[src/rtl/mod_exp_ctrl.sv]
// Left-to-right square-and-multiply exponentiation sequencer in the Montgomery domain.
// Drives one external Montgomery product unit through a four-phase start/stop handshake.
module mod_exp_ctrl #(
    parameter int bitLen     = 64,
    parameter int countWidth = 6
) (
    input  logic              clk,
    input  logic              reset,
    input  logic              start,
    input  logic [bitLen-1:0] msg,
    input  logic [bitLen-1:0] exp,
    input  logic [bitLen-1:0] modulus,
    input  logic [bitLen-1:0] r2modn,
    output logic              busy,
    output logic              done,
    output logic [bitLen-1:0] result,
    output logic              mp_start,
    output logic [bitLen-1:0] mp_A,
    output logic [bitLen-1:0] mp_B,
    output logic [bitLen-1:0] mp_M,
    input  logic              mp_stop,
    input  logic [bitLen-1:0] mp_P
);

    typedef enum logic [1:0] {
        IDLE,
        ISSUE,
        WAIT_STOP,
        RELEASE
    } state_t;

    typedef enum logic [2:0] {
        OP_XBAR,
        OP_ABAR,
        OP_SQR,
        OP_MUL,
        OP_POST
    } op_t;

    localparam logic [countWidth-1:0] LAST_IDX = countWidth'(bitLen - 1);
    localparam logic [countWidth-1:0] IDX_ONE  = countWidth'(1);
    localparam logic [bitLen-1:0]     ONE      = bitLen'(1);

    state_t                state;
    op_t                   op;
    logic [countWidth-1:0] idx;
    logic [bitLen-1:0]     msg_r;
    logic [bitLen-1:0]     exp_r;
    logic [bitLen-1:0]     r2_r;
    logic [bitLen-1:0]     xb;
    logic [bitLen-1:0]     acc;
    logic [bitLen-1:0]     opnd_a;
    logic [bitLen-1:0]     opnd_b;

    // Operand selection for the operation about to be issued.
    always_comb begin
        opnd_a = acc;
        opnd_b = acc;
        unique case (op)
            OP_XBAR: begin
                opnd_a = msg_r;
                opnd_b = r2_r;
            end
            OP_ABAR: begin
                opnd_a = ONE;
                opnd_b = r2_r;
            end
            OP_SQR: begin
                opnd_a = acc;
                opnd_b = acc;
            end
            OP_MUL: begin
                opnd_a = acc;
                opnd_b = xb;
            end
            OP_POST: begin
                opnd_a = acc;
                opnd_b = ONE;
            end
            default: begin
                opnd_a = acc;
                opnd_b = acc;
            end
        endcase
    end

    always_ff @(posedge clk) begin
        if (reset) begin
            state    <= IDLE;
            op       <= OP_XBAR;
            idx      <= '0;
            busy     <= 1'b0;
            done     <= 1'b0;
            result   <= '0;
            mp_start <= 1'b0;
            mp_A     <= '0;
            mp_B     <= '0;
            mp_M     <= '0;
            msg_r    <= '0;
            exp_r    <= '0;
            r2_r     <= '0;
            xb       <= '0;
            acc      <= '0;
        end else begin
            unique case (state)
                IDLE: begin
                    if (start) begin
                        msg_r <= msg;
                        exp_r <= exp;
                        mp_M  <= modulus;
                        r2_r  <= r2modn;
                        busy  <= 1'b1;
                        done  <= 1'b0;
                        op    <= OP_XBAR;
                        idx   <= LAST_IDX;
                        state <= ISSUE;
                    end
                end
                ISSUE: begin
                    mp_A     <= opnd_a;
                    mp_B     <= opnd_b;
                    mp_start <= 1'b1;
                    state    <= WAIT_STOP;
                end
                WAIT_STOP: begin
                    if (mp_stop) begin
                        mp_start <= 1'b0;
                        if (op == OP_XBAR) begin
                            xb <= mp_P;
                        end else begin
                            acc <= mp_P;
                        end
                        state <= RELEASE;
                    end
                end
                RELEASE: begin
                    // Advance only once the product unit has dropped stop.
                    if (!mp_stop) begin
                        state <= ISSUE;
                        unique case (op)
                            OP_XBAR: op <= OP_ABAR;
                            OP_ABAR: begin
                                op  <= OP_SQR;
                                idx <= LAST_IDX;
                            end
                            OP_SQR: begin
                                if (exp_r[idx]) begin
                                    op <= OP_MUL;
                                end else if (idx == '0) begin
                                    op <= OP_POST;
                                end else begin
                                    idx <= idx - IDX_ONE;
                                end
                            end
                            OP_MUL: begin
                                if (idx == '0) begin
                                    op <= OP_POST;
                                end else begin
                                    op  <= OP_SQR;
                                    idx <= idx - IDX_ONE;
                                end
                            end
                            OP_POST: begin
                                result <= acc;
                                done   <= 1'b1;
                                busy   <= 1'b0;
                                state  <= IDLE;
                            end
                            default: state <= IDLE;
                        endcase
                    end
                end
                default: state <= IDLE;
            endcase
        end
    end

endmodule
[config.mk]
export PLATFORM = sky130hd
export DESIGN_NAME = mod_exp_ctrl
export DESIGN_NICKNAME = d
export VERILOG_FILES = /design/src/rtl/mod_exp_ctrl.sv
export SDC_FILE = /design/constraint.sdc
export NUM_CORES = 1
export LEC_CHECK = 0
export BUFFER_PORTS_ARGS = -buffer_cell sky130_fd_sc_hd__buf_4
export CAP_MARGIN = 20
export CELL_PAD_IN_SITES_DETAIL_PLACEMENT = 0
export CELL_PAD_IN_SITES_GLOBAL_PLACEMENT = 1
export CORE_UTILIZATION = 35
export CTS_CLUSTER_DIAMETER = 60
export CTS_CLUSTER_SIZE = 25
export DETAILED_ROUTE_END_ITERATION = 8
export GPL_TIMING_DRIVEN = 0
export PLACE_DENSITY_LB_ADDON = 0.15
export RECOVER_POWER = 100
export SYNTH_ARGS = -nofsm -noshare
export SYNTH_HDL_FRONTEND = slang
export SYNTH_SLANG_ARGS = --single-unit
[constraint.sdc]
create_clock -name clk -period 3.1 [get_ports clk]
set_clock_uncertainty 0.1 [all_clocks]
set_input_delay 0.155 -clock clk [delete_from_list [all_inputs] [get_ports clk]]
set_output_delay 0.155 -clock clk [all_outputs]
set_load 0.01 [all_outputs]
==> run_results.csv, run 1 <==
group,metric,value,unit
min_path,hold_class,"in -> reg",
finish,design_area,32300,um^2
power,leakage,11.8,nW
power,pwr_density_cell,766,nW/um^2
global_route,grt-ovfl-total,0,
power,swShare,37.1,%
finish,fillCellCount,6493,
timing,setup_tns,0,ps
clocking,cts_tree,"done",
worst_setup_path,worst_ep_arrival_time,3440,ps
yosys,synthFlopType,"dfxtp_1",
yosys,synth_edf_count,0,
yosys,synth_most_common_cell,"nand2_1",
yosys,syn-cell-area,22700,um^2
finish,final_core_util,50.3,%
place,dp_cells,4346,
worst_setup_path,reg2reg_from,"state[0]",
power,p_int,15.6,mW
worst_setup_path,path_max_fanout,10,
timing,rsz0062_at_grt,"true",
worst_setup_path,r2r_slack,90,ps
yosys,async_flop_share,0,%
finish,nNetsFinal,4195,
yosys,synth.largest_area_cell,"dfxtp_1",
min_path,holdCritStartpoint,"exp[31]",
yosys,syn_area_per_cell,7.84,um^2
worst_setup_path,crit_required,3530,ps
routing,routedWlPerCell,19.9,um
finish,syn2layout_area_growth,42.2,%
power,pwr-share-clk,27.9,%
floorplan,initial_core_util,35.4,%
power,combPwrFrac,31.9,%
yosys,synth_commonest_cells,"nand2_1 (1096), dfxtp_1 (590), a21oi_1 (459)",
clocking,cts-htree-levels,2,
place,pre_cts_ws,-405,ps
yosys,ys_seq_area_share,51.9,%
routing,ant_nets,0,
run_status,status,"finished clean",
place,dpl.hpwl,72.1,mm
place,port_buffers,581,
worst_setup_path,startpoint_type,"flip-flop",
routing,firstDrtPassIters,6,
power,total_power,24.8,mW
global_route,track_usage,27.8,%
finish,drive_gt1_share,11.9,%
floorplan,die_area,66000,um^2
yosys,yosys_warnings,0,
min_path,hold_depth,4,
power,peakVddDrop,0.443,mV
global_route,antenna_found_initial,8,
routing,drc,0,
timing,final-setup-viol-count,0,
worst_setup_path,worst-setup-path-type,"reg -> reg",
clocking,path_clk_slew,80,ps
global_route,grt_start_max_net_pins,22,
yosys,synthTopCellsByArea,"dfxtp_1 (52%), nand2_1 (18%), a21oi_1 (10%)",
clocking,cts_sinks,590,
job,drv_cap,0,
finish,stdcell_count,4763,
yosys,synth.distinct_cells,53,
power,net-switching-power,9.18,mW
yosys,synth_nets,3231,
floorplan,die_h,257,um
floorplan,boundaryPins,583,
place,gp_congestion,0.884,
power,seqPwrFrac,40.2,%
min_path,worstHoldEndpoint,"exp_r[31]",
routing,wl,94.9,mm
timing,slew_violations,0,
timing,fin_crit,3010,ps
clocking,clockBufferDepth,3,
yosys,yosys.area.top_type_share,51.9,%
worst_setup_path,ff2ff_path_depth,7,
place,post_dp_cell_area,28300,um^2
routing,drtIter0Drc,1415,
routing,via_per_inst,5.02,
floorplan,rows,93,
clocking,clock_latency,600,ps
timing,max_slew_margin,22.8,%
worst_setup_path,end_kind,"flip-flop",
global_route,grt_pass1_wl,141,mm
yosys,synthCells,2902,
floorplan,core_area,64300,um^2
clocking,cts_buffers,48,
yosys,ys_ff_latch,590,
timing,fmax,332,MHz
global_route,grt_pass1_vias,23300,
timing,fin_hold_ws,245,ps
clocking,cts_root_buf,"clkbuf_16",
timing,period_share,97.1,%
timing,worst_slack,89.9,ps
timing,worst_pin_slew,1160,ps
timing,hold_violations,0,
floorplan,die_w,257,um
routing,routed-via-count,23900,
worst_setup_path,r2r-end,"exp_r[62]",
==> worst max path at each step <==
stage          depth (start not counted)  startpoint    endpoint  slack, ps
3_3_place_gp                           6    state[0]  result[46]      -1630
4_1_cts                                8    state[0]      idx[1]         60
3_5_place_dp                           8    state[0]   exp_r[62]       -410
5_1_grt                                8       op[0]    mp_B[10]        -30
2_1_floorplan                          9      idx[0]      idx[1]        650
6_report                               7    state[0]   exp_r[62]         90
==> state kept, by name, indices dropped and copies added, names as in the netlist, 6 cells and up <==
name    cells
acc        64
r2_r       64
mp_M       64
idx         6
xb         64
result     64
msg_r      64
mp_A       64
mp_B       64
exp_r      64
==> timing repair <==
item / CTS / global route
hold endpoints to repair: 392 / 0
hold buffers: 323 / 0
buffers inserted: 0 / 4
endpoints found under the setup margin: 243 / 27
gates resized for setup: 5 / 10
pin swaps: 0 / 1
==> kinds of logic (layout without fill, tap and decap cells) <==
family | Yosys count | after routing | synth area share (%)
other cells | 0 | 6 | 0
simple gates | 1408 | 1408 | 25.2
flops | 590 | 590 | 51.9
fa+ha+maj | 5 | 5 | 0.275
compound gates | 621 | 621 | 16.5
buf+inv | 253 | 1253 | 4.31
mux | 25 | 25 | 1.79
==> power groups by stage <==
stage | sequential [mW] | clock, mW | combinational (mW)
final | 9.96 | 6.90 | 7.89
after global routing | 10.1 | 7.33 | 8.69
after CTS | 9.98 | 7.02 | 8.49
after detailed placement | 10.1 | 0 | 8.12
after global placement | 10.1 | 0 | 7.97
after floorplan | 10.2 | 0 | 4.25
==> metal layers <==
metal | GRT usage (%) | up-vias | wire length (um)
li1 | - | 11700 | -
met2 | 48.6 | 726 | 46700
met5 | 0 | - | 35
met1 | 34.5 | 11400 | 40000
met3 | 5.67 | 134 | 5750
met4 | 7.39 | 6 | 2390
==> area by class of cell <==
class	count	area, um^2	share of cell area, %
Multi-Input combinational cell	2059	9980	30.9
Clock buffer	52	1250	3.86
Antenna cell	6	15.0	0.0464
Tap cell	855	1070	3.31
Buffer	240	941	2.91
Timing Repair Buffer	916	6750	20.9
Sequential cell	590	11800	36.5
Inverter	11	41.3	0.128
Clock inverter	34	487	1.50
==> critical path: stages (launching register included) <==
cell,delay [ps]
dfxtp_1,430
inv_1,100
ha_1,260
nand2_1,200
clkbuf_1,850
clkbuf_1,690
nand2_1,120
a21oi_1,180
==> cells in the final DEF (no fill, tap or decap), types with 5 or more instances in the layout <==
master,netlist,final
a311oi_1,66,66
clkbuf_16,0,49
a221oi_1,64,64
buf_4,2,329
nand3_1,8,8
nor3_1,71,70
nand2_1,1096,1096
mux2i_1,11,11
bufinv_16,0,8
diode_2,0,6
inv_6,0,7
dlygate4sd3_1,0,323
a21oi_1,459,460
nand3b_1,65,65
clkinv_4,0,5
inv_1,10,10
clkbuf_2,0,9
mux4_2,11,11
dfxtp_1,590,590
nor2_1,143,140
clkinvlp_4,0,5
buf_8,0,5
clkbuf_1,236,487
Power figures use the tool's default switching activity.
==> run 2, diff against run 1 <==
--- a/config.mk
+++ b/config.mk
@@ -5,6 +5,7 @@
 export SDC_FILE = /design/constraint.sdc
 export NUM_CORES = 1
 export LEC_CHECK = 0
+export ABC_AREA = 1
 export BUFFER_PORTS_ARGS = -buffer_cell sky130_fd_sc_hd__buf_4
 export CAP_MARGIN = 20
 export CELL_PAD_IN_SITES_DETAIL_PLACEMENT = 0
==> run 2 against run 1 <==
Effect of this change:
- hold slack got worse by 180 ps
- sequential cell count stayed put
- sequential power up 5%
- die area is 0.65% higher
- critical path type unchanged
- largest power group unchanged
==> run_results.csv, run 2 <==
group,metric,value,unit
run_status,status,"finished clean",
worst_setup_path,cp-startpoint,"state[1]",
timing,max_slew_margin,31.7,%
worst_setup_path,path_max_fanout,10,
global_route,grt_pass1_wl,147,mm
min_path,worstHoldEndpoint,"done",
floorplan,die_w,258,um
power,peakVddDrop,0.499,mV
finish,syn2layout_area_growth,41.3,%
timing,fmax,334,MHz
routing,routed-via-count,24300,
yosys,synth.largest_area_cell,"dfxtp_1",
power,pwr_density_cell,838,nW/um^2
global_route,track_usage,28.8,%
yosys,synth_commonest_cells,"dfxtp_1 (590), nor2_1 (543), o21ai_0 (455)",
routing,drc,0,
clocking,cts_buffers,50,
yosys,synth.distinct_cells,31,
floorplan,die_h,258,um
finish,stdcell_count,4884,
clocking,clockBufferDepth,3,
worst_setup_path,cpLargestDelayFamily,"buffers and inverters",
yosys,synthTopCellsByArea,"dfxtp_1 (52%), o21ai_0 (9.9%), nor2_1 (8.9%)",
place,gp_congestion,0.903,
global_route,grt_use_met2,49.5,%
timing,hold_violations,0,
routing,drtIter0Drc,1650,
finish,drive_gt1_share,11.6,%
routing,via_per_inst,4.98,
timing,slew_violations,0,
place,port_buffers,581,
routing,firstDrtPassIters,5,
worst_setup_path,r2r_slack,110,ps
global_route,grt-ovfl-total,0,
worst_setup_path,worst-setup-path-type,"reg -> reg",
worst_setup_path,end_kind,"flip-flop",
place,dpl.hpwl,75.1,mm
clocking,path_clk_slew,80,ps
timing,rsz0062_at_grt,"false",
floorplan,boundaryPins,583,
timing,worst_pin_slew,1020,ps
clocking,cts_root_buf,"clkbuf_16",
worst_setup_path,cp_num_buf_inv,4,
routing,wl,98.3,mm
global_route,met1_usage,36.7,%
power,leakage,12.8,nW
floorplan,initial_core_util,35.5,%
clocking,clock_latency,620,ps
yosys,synth_most_common_cell,"dfxtp_1",
global_route,grt_pass1_vias,24200,
worst_setup_path,max_stage_delay,560,ps
timing,period_share,96.6,%
place,dp_cells,4462,
yosys,synth_edf_count,0,
power,total_power,27.1,mW
min_path,holdCritStartpoint,"start",
timing,fin_crit,2990,ps
yosys,ys_seq_area_share,51.6,%
worst_setup_path,startpoint_type,"flip-flop",
worst_setup_path,slowest_stage,"ha_1",
yosys,syn_area_per_cell,7.57,um^2
worst_setup_path,crit_chain,"inv_1, ha_1, clkbuf_2, clkbuf_1, clkbuf_1, a41oi_1",
worst_setup_path,r2r-end,"mp_B[61]",
global_route,use_met3,5.07,%
floorplan,die_area,66400,um^2
clocking,cts_sinks,590,
timing,final-setup-viol-count,0,
clocking,cts-htree-levels,2,
finish,final_common_cell,"dfxtp_1",
routing,routedWlPerCell,20.1,um
routing,ant_nets,0,
finish,fillCellCount,6582,
min_path,hold_class,"in -> reg",
worst_setup_path,ff2ff_path_depth,6,
job,drv_cap,0,
worst_setup_path,reg2reg_from,"state[1]",
yosys,synthCells,3024,
finish,layout_common_cells,"dfxtp_1 (590), nor2_1 (543), clkbuf_1 (456)",
global_route,grt_start_max_net_pins,22,
yosys,yosys.area.top_type_share,51.6,%
yosys,async_flop_share,0,%
worst_setup_path,worst_ep_arrival_time,3350,ps
floorplan,core_area,64600,um^2
global_route,antenna_found_initial,7,
yosys,synthFlopType,"dfxtp_1",
min_path,hold_depth,5,
clocking,cts_tree,"done",
yosys,synth_nets,3353,
floorplan,rows,93,
yosys,ys_ff_latch,590,
global_route,top_usage_layer,"met2",
worst_setup_path,crit_required,3450,ps
finish,nNetsFinal,4312,
yosys,yosys_warnings,0,
yosys,syn-cell-area,22900,um^2
worst_setup_path,critPathMostFrequentCell,"clkbuf_1",
==> run 2: cell types whose count changed in the layout (fill, tap and decap cells not counted), sizes merged, moves of 62 or more <==
cell / before / now
nand2: 1096 / 433
nor3: 72 / 4
inv: 23 / 245
a21oi: 460 / 202
nand3b: 65 / 0
nor2: 143 / 546
a311oi: 67 / 0
o211ai: 2 / 64
nand3: 8 / 153
o21ai: 3 / 460
a221oi: 64 / 0
==> run 2: power breakdown <==
group          internal, mW  total (mW)  switching, mW
Combinational          3.08        9.80           6.72
Clock                  3.44        6.83           3.39
Sequential             9.31        10.5           1.18
==> run 2: how the worst max path moves through the flow <==
stage               end  slack (ps)  cells past startpoint
2_1_floorplan     op[0]        1210                     17
6_report       mp_B[61]         110                      6
3_3_place_gp   mp_A[31]        -310                      8
5_1_grt         acc[62]          20                      8
3_5_place_dp   mp_A[31]        -320                      8
4_1_cts         mp_B[3]          30                      6
==> run 2: area by class of cell <==
type	count	area (um^2)	share of cell area [%]
antenna	5	12.5	0.0387
buffer	243	1000	3.09
clock buffer	52	1280	3.95
clock inverter	41	462	1.43
inverter	224	846	2.61
multi-input combinational	1967	9220	28.5
sequential	590	11800	36.5
tap	855	1070	3.31
timing repair buffer	907	6660	20.6
==> run 2: cells by family (layout without fill, tap and decap cells) <==
group	Yosys count	after routing	share of synthesized area [%]
simple gates	1137	1137	19.7
buf+inv	467	1467	8.10
other cells	0	5	0
flops	590	590	51.6
fa+ha+maj	5	5	0.273
xor+xnor	1	1	0.0383
compound gates	824	824	20.3
==> run 2: worst reg2reg max path, cell delays in order, from the launching register on <==
cell and delay [ps]:
dfxtp_1 350, inv_1 110, ha_1 560, clkbuf_2 480, clkbuf_1 510, clkbuf_1 510
a41oi_1 200
==> run 2: timing repair <==
action	in CTS	in global routing
hold buffers	324	0
endpoints found under the setup margin	183	33
hold endpoints to repair	386	0
buffers inserted	0	0
gates resized for setup	4	11
==> run 2: through the flow <==
step / setup TNS, ps / cell area [um^2] / setup slack [ps] / utilization [%] / hold WS, ps
global placement: -11470 / 28300 / -306 / 43.9 / 289
global route: 0 / 32400 / 22.0 / 50.1 / 83.7
floorplan: 0 / 22900 / 1210 / - / 190
detailed placement: -13730 / 28400 / -317 / 43.9 / 295
finish: 0 / 32400 / 107 / 50.1 / 63.2
CTS: 0 / 33300 / 33.4 / 51.6 / 22.3
==> run 2: metal layers <==
layer	up-vias	part of all wire, %
li1	11900	-
met1	11400	43
met2	823	47
met3	150	6.5
met4	6	3.0
met5	-	0.032
==> run 3, diff against run 2 <==
--- a/config.mk
+++ b/config.mk
@@ -5,7 +5,6 @@
 export SDC_FILE = /design/constraint.sdc
 export NUM_CORES = 1
 export LEC_CHECK = 0
-export ABC_AREA = 1
 export BUFFER_PORTS_ARGS = -buffer_cell sky130_fd_sc_hd__buf_4
 export CAP_MARGIN = 20
 export CELL_PAD_IN_SITES_DETAIL_PLACEMENT = 0
==> constraint.sdc (replaced) <==
create_clock -name clk -period 3.5 [get_ports clk]
set_clock_uncertainty 0.1 [all_clocks]
set_input_delay 0.175 -clock clk [delete_from_list [all_inputs] [get_ports clk]]
set_output_delay 0.175 -clock clk [all_outputs]
set_load 0.01 [all_outputs]
==> run 3 against run 2 <==
Effect of this change:
- global-route usage decreased by 1.0 points
- count of clock-buffer cells in the layout unchanged
- via count fell by 1.8%
- sequential share of layout area increased by 0.11 points
- first-iteration DRC count fell by 15%
- die area decreased by 0.64%
- highest routed layer unchanged
==> run_results.csv, run 3 (synthesis results as in run 1) <==
group,metric,value,unit
worst_setup_path,path_max_fanout,10,
global_route,grt_pass1_wl,141,mm
global_route,grt_pass1_vias,23300,
clocking,cts_sinks,590,
routing,ant_nets,0,
clocking,cts_root_buf,"clkbuf_16",
global_route,grt_start_max_net_pins,22,
clocking,clock_latency,600,ps
finish,register_area,11800,um^2
routing,wl,94.8,mm
worst_setup_path,end_kind,"flip-flop",
place,dp_cells,4346,
timing,final-setup-viol-count,0,
power,total_power,21.8,mW
floorplan,boundaryPins,583,
floorplan,die_area,66000,um^2
power,combPwrFrac,31.6,%
clocking,cts_buffers,48,
worst_setup_path,startpoint_type,"flip-flop",
global_route,antenna_found_initial,8,
place,pre_cts_ws,-5.03,ps
run_status,status,"finished clean",
finish,final_common_cell,"nand2_1",
routing,firstDrtPassIters,7,
clocking,post_cts_buffers,0,
finish,stdcell_count,4759,
routing,drtIter0Drc,1399,
timing,worst_pin_slew,1200,ps
timing,worst_slack,240,ps
global_route,top_usage_layer,"met2",
timing,fmax,307,MHz
timing,rsz0062_at_grt,"false",
finish,nNetsFinal,4192,
finish,multiInputGateArea,9960,um^2
timing,max_slew_margin,19.9,%
global_route,met1_usage,34.5,%
routing,drc,0,
finish,layout_common_cells,"nand2_1 (1096), dfxtp_1 (590), clkbuf_1 (497)",
routing,routedWlPerCell,19.9,um
clocking,path_clk_slew,80,ps
power,seqPwrFrac,40.4,%
routing,via_per_inst,5.01,
job,drv_cap,0,
power,net-switching-power,8.09,mW
worst_setup_path,worst-setup-path-type,"reg -> reg",
floorplan,core_area,64300,um^2
timing,slew_violations,0,
clocking,cts_tree,"done",
power,peakVddDrop,0.391,mV
power,swShare,37.1,%
routing,routed-via-count,23900,
global_route,use_met3,5.74,%
finish,syn2layout_area_growth,41.8,%
power,p_int,13.7,mW
global_route,track_usage,27.8,%
worst_setup_path,worst_ep_arrival_time,3680,ps
power,pwr_density_cell,676,nW/um^2
floorplan,initial_core_util,35.4,%
finish,fillCellCount,6510,
power,pwr-share-clk,28.0,%
timing,hold_violations,0,
place,dpl.hpwl,72.1,mm
worst_setup_path,crit_required,3920,ps
min_path,hold_class,"in -> reg",
clocking,clockBufferDepth,3,
place,gp_congestion,0.884,
timing,fin_crit,3260,ps
floorplan,rows,93,
power,leakage,11.7,nW
global_route,grt_use_met2,48.6,%
timing,period_share,93.1,%
floorplan,die_h,257,um
place,port_buffers,581,
floorplan,die_w,257,um
global_route,grt-ovfl-total,0,
clocking,cts-htree-levels,2,
finish,drive_gt1_share,11.5,%
run 3: cell types whose count changed in the layout (fill, tap and decap cells not counted), moves of 141 or more:
cell	delta
nand3_1	-141
a21oi_1	+258
inv_1	-208
nor2_1	-402
nand2_1	+664
o21ai_0	-452
run 3: power groups by stage:
stage / Sequential (mW) / Combinational [mW] / Clock, mW
2_1_floorplan: 9.05 / 3.76 / 0
3_3_place_gp: 8.94 / 7.06 / 0
3_5_place_dp: 8.98 / 7.19 / 0
4_1_cts: 8.84 / 7.52 / 6.21
5_1_grt: 8.95 / 7.61 / 6.50
6_report: 8.82 / 6.90 / 6.11
run 3: critical path, cell delays in order (launching register included):
cell and delay [ps]:
dfxtp_1 310, clkbuf_1 350, clkbuf_1 700, nand2_1 190, nor2_2 430, buf_8 220, clkbuf_1 450, a221oi_1 220
nor3_1 200
run 3: layer usage:
layer	up-vias	wire length, um
met5	-	34
met4	6	2410
met3	133	6220
met2	731	46600
met1	11400	39600
li1	11600	-
run 3: final timing paths:
| check | startpoint | end | slack, ps | cells after the start |
|---|---|---|---|---|
| setup / recovery | op[0] | mp_B[26] | 240 | 8 |
| hold / removal | start | done | 30 | 5 |
| setup reg to reg | op[0] | mp_B[26] | 240 | 8 |
| hold reg to reg | exp_r[53] | exp_r[53] | 350 | 2 |
run 3: through the flow:
step | hold WS (ps) | instance area (um^2) | utilization [%] | TNS (ps)
2_1_floorplan | 211 | 22700 | - | 0
3_3_place_gp | 324 | 28200 | 43.8 | -109040
3_5_place_dp | 330 | 28300 | 44.0 | -5.03
4_1_cts | 7.53 | 33300 | 51.7 | 0
5_1_grt | 95.6 | 32300 | 50.1 | 0
6_report | 29.6 | 32300 | 50.1 | 0
run 3: final cells by class:
class | count | area share [%]
Inverter | 11 | 0.128
Tap cell | 855 | 3.32
Multi-Input combinational cell | 2059 | 30.9
Clock buffer | 52 | 3.87
Clock inverter | 34 | 1.51
Antenna cell | 5 | 0.0388
Buffer | 242 | 2.87
Timing Repair Buffer | 911 | 20.8
Sequential cell | 590 | 36.6
run 3: what timing repair did:
item / in CTS / in global routing
endpoints found under the hold margin: 391 / 0
endpoints found under the setup margin: 10 / 0
hold buffers: 322 / 0
resized for setup: 1 / 0
